$ cat src/rtl/pipe_skid_reg_if.sv
// Handshake bundle for pipe_skid_reg: the upstream valid/ready/data triple,
// the flush strobe, the downstream valid/ready/data triple and the stall count.
// The slave modport is the register's own view; master is the driving
// environment (the neighbouring pipeline stages or a bench).
interface pipe_skid_reg_if #(
    parameter int DATA_W = 256,
    parameter int CNT_W  = 32
);
    logic              in_valid;
    logic              in_ready;
    logic [DATA_W-1:0] in_data;
    logic              flush;
    logic              out_valid;
    logic              out_ready;
    logic [DATA_W-1:0] out_data;
    logic [CNT_W-1:0]  stall_cnt;

    modport master (
        output in_valid,
        output in_data,
        output flush,
        output out_ready,
        input  in_ready,
        input  out_valid,
        input  out_data,
        input  stall_cnt
    );

    modport slave (
        input  in_valid,
        input  in_data,
        input  flush,
        input  out_ready,
        output in_ready,
        output out_valid,
        output out_data,
        output stall_cnt
    );
endinterface

$ cat src/rtl/pipe_skid_reg.sv
// pipe_skid_reg: elastic inter-stage register with a two-entry skid buffer.
// The main entry drives the outputs; the skid entry catches the one bundle
// that arrives in the cycle downstream stops accepting, so in_ready can come
// straight from a flop. Flush empties both entries and leaves a zero bubble.
// Optional feature: define PIPE_STALL_CNT_EN to build the saturating
// output-stall counter; otherwise stall_cnt is tied to zero.
module pipe_skid_reg #(
    parameter int DATA_W = 256,
    parameter int CNT_W  = 32
) (
    input logic             clk,
    input logic             reset,
    pipe_skid_reg_if.slave  bus
);

    // Bit 0 = main entry valid, bit 1 = skid entry valid, so both handshake
    // outputs are single state bits with no decode.
    typedef enum logic [1:0] {
        EMPTY = 2'b00,
        BUSY  = 2'b01,
        FULL  = 2'b11
    } state_t;

    state_t            state_q, state_d;
    logic [DATA_W-1:0] m_data_q, m_data_d;
    logic [DATA_W-1:0] s_data_q, s_data_d;
    logic              in_fire;
    logic              out_fire;

    assign bus.in_ready  = ~state_q[1];
    assign bus.out_valid = state_q[0];
    // Main data is zeroed whenever the main entry empties, so no output mask.
    assign bus.out_data  = m_data_q;

    assign in_fire  = bus.in_valid & ~state_q[1];
    assign out_fire = state_q[0] & bus.out_ready;

    // State and data registers; reset clears everything without a clock.
    always_ff @(posedge clk or posedge reset) begin
        if (reset) begin
            state_q  <= EMPTY;
            m_data_q <= '0;
            s_data_q <= '0;
        end else begin
            state_q  <= state_d;
            m_data_q <= m_data_d;
            s_data_q <= s_data_d;
        end
    end

    // Next-state and data steering; flush overrides every transfer but an
    // out_fire in the same cycle has already been sampled downstream.
    always_comb begin
        state_d  = state_q;
        m_data_d = m_data_q;
        s_data_d = s_data_q;
        if (bus.flush) begin
            state_d  = EMPTY;
            m_data_d = '0;
            s_data_d = '0;
        end else begin
            case (state_q)
                EMPTY: begin
                    if (in_fire) begin
                        state_d  = BUSY;
                        m_data_d = bus.in_data;
                    end
                end
                BUSY: begin
                    if (in_fire && out_fire) begin
                        m_data_d = bus.in_data;
                    end else if (in_fire) begin
                        state_d  = FULL;
                        s_data_d = bus.in_data;
                    end else if (out_fire) begin
                        state_d  = EMPTY;
                        m_data_d = '0;
                    end
                end
                FULL: begin
                    // in_ready is low here, so only the drain can happen.
                    if (out_fire) begin
                        state_d  = BUSY;
                        m_data_d = s_data_q;
                        s_data_d = '0;
                    end
                end
                default: begin
                    state_d  = EMPTY;
                    m_data_d = '0;
                    s_data_d = '0;
                end
            endcase
        end
    end

`ifdef PIPE_STALL_CNT_EN
    localparam logic [CNT_W-1:0] CNT_ONE = CNT_W'(1);
    localparam logic [CNT_W-1:0] CNT_MAX = {CNT_W{1'b1}};

    logic [CNT_W-1:0] stall_cnt_q, stall_cnt_d;

    // Count cycles where a live bundle is refused downstream, sticking at max.
    always_comb begin
        stall_cnt_d = stall_cnt_q;
        if (state_q[0] && !bus.out_ready && (stall_cnt_q != CNT_MAX)) begin
            stall_cnt_d = stall_cnt_q + CNT_ONE;
        end
    end

    // Stall counter register; only reset clears it, flush leaves it alone.
    always_ff @(posedge clk or posedge reset) begin
        if (reset) begin
            stall_cnt_q <= '0;
        end else begin
            stall_cnt_q <= stall_cnt_d;
        end
    end

    assign bus.stall_cnt = stall_cnt_q;
`else
    assign bus.stall_cnt = '0;
`endif

endmodule

$ cat src/flat_wrapper.sv
// flat-port wrapper written by rule: the top's interface ports become plain ports
module pipe_skid_reg_flat 
#(
    parameter int DATA_W = 256,
    parameter int CNT_W  = 32
)
  (clk, reset, bus_in_valid, bus_in_data, bus_flush, bus_out_ready, bus_in_ready, bus_out_valid, bus_out_data, bus_stall_cnt);
  pipe_skid_reg_if #(.DATA_W(DATA_W), .CNT_W(CNT_W)) bus_i ();
  input logic clk;
  input logic reset;
  input wire logic [$bits(bus_i.in_valid)-1:0] bus_in_valid;
  input wire logic [$bits(bus_i.in_data)-1:0] bus_in_data;
  input wire logic [$bits(bus_i.flush)-1:0] bus_flush;
  input wire logic [$bits(bus_i.out_ready)-1:0] bus_out_ready;
  output wire logic [$bits(bus_i.in_ready)-1:0] bus_in_ready;
  output wire logic [$bits(bus_i.out_valid)-1:0] bus_out_valid;
  output wire logic [$bits(bus_i.out_data)-1:0] bus_out_data;
  output wire logic [$bits(bus_i.stall_cnt)-1:0] bus_stall_cnt;
  assign bus_i.in_valid = bus_in_valid;
  assign bus_i.in_data = bus_in_data;
  assign bus_i.flush = bus_flush;
  assign bus_i.out_ready = bus_out_ready;
  assign bus_in_ready = bus_i.in_ready;
  assign bus_out_valid = bus_i.out_valid;
  assign bus_out_data = bus_i.out_data;
  assign bus_stall_cnt = bus_i.stall_cnt;
  pipe_skid_reg #(.DATA_W(DATA_W), .CNT_W(CNT_W)) u_core (.clk(clk), .reset(reset), .bus(bus_i));
endmodule
$ cat config.mk
export PLATFORM = sky130hd
export DESIGN_NAME = pipe_skid_reg_flat
export DESIGN_NICKNAME = d
export VERILOG_FILES = /design/src/rtl/pipe_skid_reg_if.sv /design/src/rtl/pipe_skid_reg.sv /design/src/flat_wrapper.sv
export SDC_FILE = /design/constraint.sdc
export NUM_CORES = 1
export LEC_CHECK = 0
export CORE_ASPECT_RATIO = 1.5
export CORE_MARGIN = 1.5
export CORE_UTILIZATION = 40
export DETAILED_ROUTE_END_ITERATION = 10
export PLACE_DENSITY = 0.69
export SLEW_MARGIN = 20
export SYNTH_ARGS = -nofsm -noshare
export SYNTH_HDL_FRONTEND = slang
export SYNTH_SLANG_ARGS = --single-unit
$ cat constraint.sdc
create_clock -name clk -period 17.5 [get_ports clk]
set_input_delay 2.625 -clock clk [delete_from_list [all_inputs] [get_ports clk]]
set_output_delay 2.625 -clock clk [all_outputs]
set_load 0.05 [all_outputs]
==> impl_metrics.py <==
metrics = {
    "status": {
        "status": "finished clean",
    },
    "synthesis": {
        "syn_avg_cell_area_um2": 11.3,
        "synth_seq_cells": 514,
        "syn_inst": 2027,
        "synthDistinctLibCells": 27,
        "ys_seq_area_share_pct": 56.1,
        "netlist_area_um2": 22900,
        "yosysWarnings": 0,
    },
    "detailed_routing": {
        "wl_per_cell_um": 20.6,
        "vias": 17500,
        "routed_wl_um": 67100,
        "drt_pass1_iterations": 5,
        "ant_nets": 0,
        "avgViaCountPerCell": 5.37,
        "drtIter0Drc": 929,
        "drc": 0,
    },
    "global_route": {
        "met3_usage_pct": 5.36,
        "overflow": 0,
        "top_usage_layer": "met2",
        "grt_pass1_vias": 18100,
        "grt_pass1_wl_um": 103000,
        "grtUsageMet1_pct": 27.2,
        "grt_usage_pct": 22.1,
        "use_met2_pct": 36.2,
        "antenna_found_initial": 10,
        "grt_max_degree": 173,
    },
    "floorplanning": {
        "core_area_um2": 56800,
        "die_h_um": 296,
        "initial_utilization_pct": 40.4,
        "rows": 107,
        "dieArea_um2": 58800,
        "die_w_um": 199,
        "ios": 551,
    },
    "sta": {
        "timing.final.crit_period_ns": 6.65,
        "fin_crit_sh_pct": 38.0,
        "final-setup-viol-count": 0,
        "rsz0062_at_grt": "false",
        "maxSlewHeadroom_pct": 24.4,
        "timing.final.hold_violations": 0,
        "layout_setup_ws_ns": 10.85,
        "tns_ns": 0,
        "fmax_ghz": 0.150,
        "finalClockSkew_ns": 0.0232,
        "worstMarginPinSlew_ns": 1.13,
        "slew_viol_final": 0,
    },
    "clock_tree": {
        "clkTransAtPathRegs_ns": 0.06,
        "insertion_delay_ns": 0.58,
        "postCtsSetupRepairBufs": 0,
        "clk_path_buf_depth": 3,
        "cts_tree": "done",
        "htree_levels": 2,
        "hold_buffers": 0,
        "cts_num_sinks": 514,
        "cts_made_buffers": 51,
        "cts.repair.resized": 0,
        "cts_root_buf": "clkbuf_16",
    },
    "pwr": {
        "p_sw_share_pct": 42.3,
        "p_int_uw": 2920,
        "comb_power_share_pct": 42.6,
        "ir_drop_mv": 0.196,
        "leakagePower_uw": 0.0135,
        "seqPwrFrac_pct": 33.3,
        "power.density_nw_per_um2": 167,
        "clkPwrFrac_pct": 24.1,
        "power_switching_uw": 2130,
    },
    "cells_and_area": {
        "fillers": 4988,
        "instances_no_fill": 3265,
        "design_area_um2": 30200,
        "final_cell_mix": "518 x clkdlybuf4s50_1, 514 x dfrtp_1, 258 x inv_1",
        "nets": 2716,
        "drive_above_1_share_pct": 4.90,
        "utilization_pct": 53.1,
        "area_growth_syn_to_layout_pct": 31.5,
        "layout_commonest_cell": "clkdlybuf4s50_1",
    },
    "critical_path": {
        "worstSetupPathType": "in -> reg",
        "worstPathArrival_ns": 7.13,
        "startpoint_type": "primary input",
        "setup.worst_path.end_class": "flip-flop",
        "cp_data_required_time_ns": 17.98,
        "crit_fanout": 63,
    },
    "placement": {
        "dp_cells": 3159,
        "place_area_um2": 28200,
        "gp_congestion": 0.831,
        "post-place-ws_ns": 10.24,
        "port_buffers": 518,
        "hpwl_um": 41700,
    },
    "job": {
        "maxCapViolCount": 0,
    },
    "worst_hold_path": {
        "hp-class": "reg -> reg",
    },
}
area by class of cell:
cell class	instances	area, µm²	area share, %
Sequential cell	514	12900	42.6
Timing Repair Buffer	543	5410	17.9
Clock inverter	25	372	1.23
Antenna cell	10	25.0	0.0830
Inverter	259	980	3.25
Multi-Input combinational cell	1082	8070	26.8
Clock buffer	69	1490	4.93
Tap cell	763	955	3.16
cell families (layout without fill, tap and decap cells):
| kind of cell | count (synthesis) | in the layout | synth area share (%) |
|---|---|---|---|
| and+or+nand+nor | 268 | 268 | 4.50 |
| other | 1 | 42 | 0.0163 |
| muxes | 257 | 257 | 11.2 |
| AOI/OAI and AO/OA | 520 | 520 | 18.4 |
| adders and majority gates | 4 | 4 | 0.218 |
| buffers and inverters | 462 | 896 | 9.50 |
| DFF | 514 | 514 | 56.1 |
| xor gates and xnor gates | 1 | 1 | 0.0382 |
state kept, by name, summed over array words and instances, names as in the netlist:
| name | cells |
|---|---|
| u_core.bus.out_data | 256 |
| u_core.state_q | 2 |
| u_core.s_data_q | 256 |
synth_stat cells:
library cell	number	share of area (%)
nor3_1	1	0.022
nand3b_1	1	0.033
inv_1	259	4.2
a21oi_1	1	0.022
o21bai_2	1	0.049
buf_6	28	1.4
xnor2_1	1	0.038
nor2_1	3	0.049
o21ai_1	1	0.022
mux2i_1	257	11
and2_1	1	0.027
dfrtp_1	514	56
buf_4	35	1.1
buf_2	83	1.8
o2bb2ai_1	257	9.8
a22oi_1	257	8.4
nor4b_1	1	0.038
a21o_1	2	0.065
nor2b_1	1	0.027
clkbuf_1	55	0.90
buf_1	2	0.033
nor2_2	1	0.027
nand2b_4	1	0.060
conb_1	1	0.016
ha_1	4	0.22
a2bb2oi_2	1	0.065
nand2_1	258	4.2
per-stage QoR:
stage                     total power, µW  hold slack [ns]
after floorplan                      3160            0.494
after global placement               3810            0.470
after detailed placement             3850            0.473
after CTS                            5080            0.492
after global routing                 5270            0.496
final                                5050            0.486
power groups by stage:
stage	logic [µW]	registers (µW)	clock network, µW
floorplan	903	2260	0
global placement	2130	1680	0
detailed placement	2160	1690	0
CTS	2160	1680	1240
global route	2280	1710	1280
finish	2150	1680	1210
per-layer routing:
metal  vias to the layer above  wire length, µm
li1                       7866                -
met1                      8868            26400
met2                       629            32800
met3                       154             4870
met4                         0             3050
met5                         -                0
worst max-delay path: stages:
cell	delay, ns
clkdlybuf4s50_1	0.48
nand2_1	0.16
a21oi_1	0.23
a21o_4	0.54
buf_4	0.79
buf_4	0.87
buf_4	0.98
mux2i_1	0.28
path summary, 6_finish.rpt:
kind                                               start                  endpoint  slack, ns  cells past startpoint
worst max register to register         u_core.state_q[0]      u_core.s_data_q[143]      12.66                      7
worst min register to register  u_core.bus.out_data[163]  u_core.bus.out_data[163]       0.49                      1
worst max-delay path                       bus_out_ready      u_core.s_data_q[143]      10.85                      8
max in group asynchronous                          reset      u_core.s_data_q[186]      12.44                      4
worst min-delay path            u_core.bus.out_data[163]  u_core.bus.out_data[163]       0.49                      1
min in group asynchronous                          reset  u_core.bus.out_data[129]       2.57                      2
(Power assumes the default switching activity.)
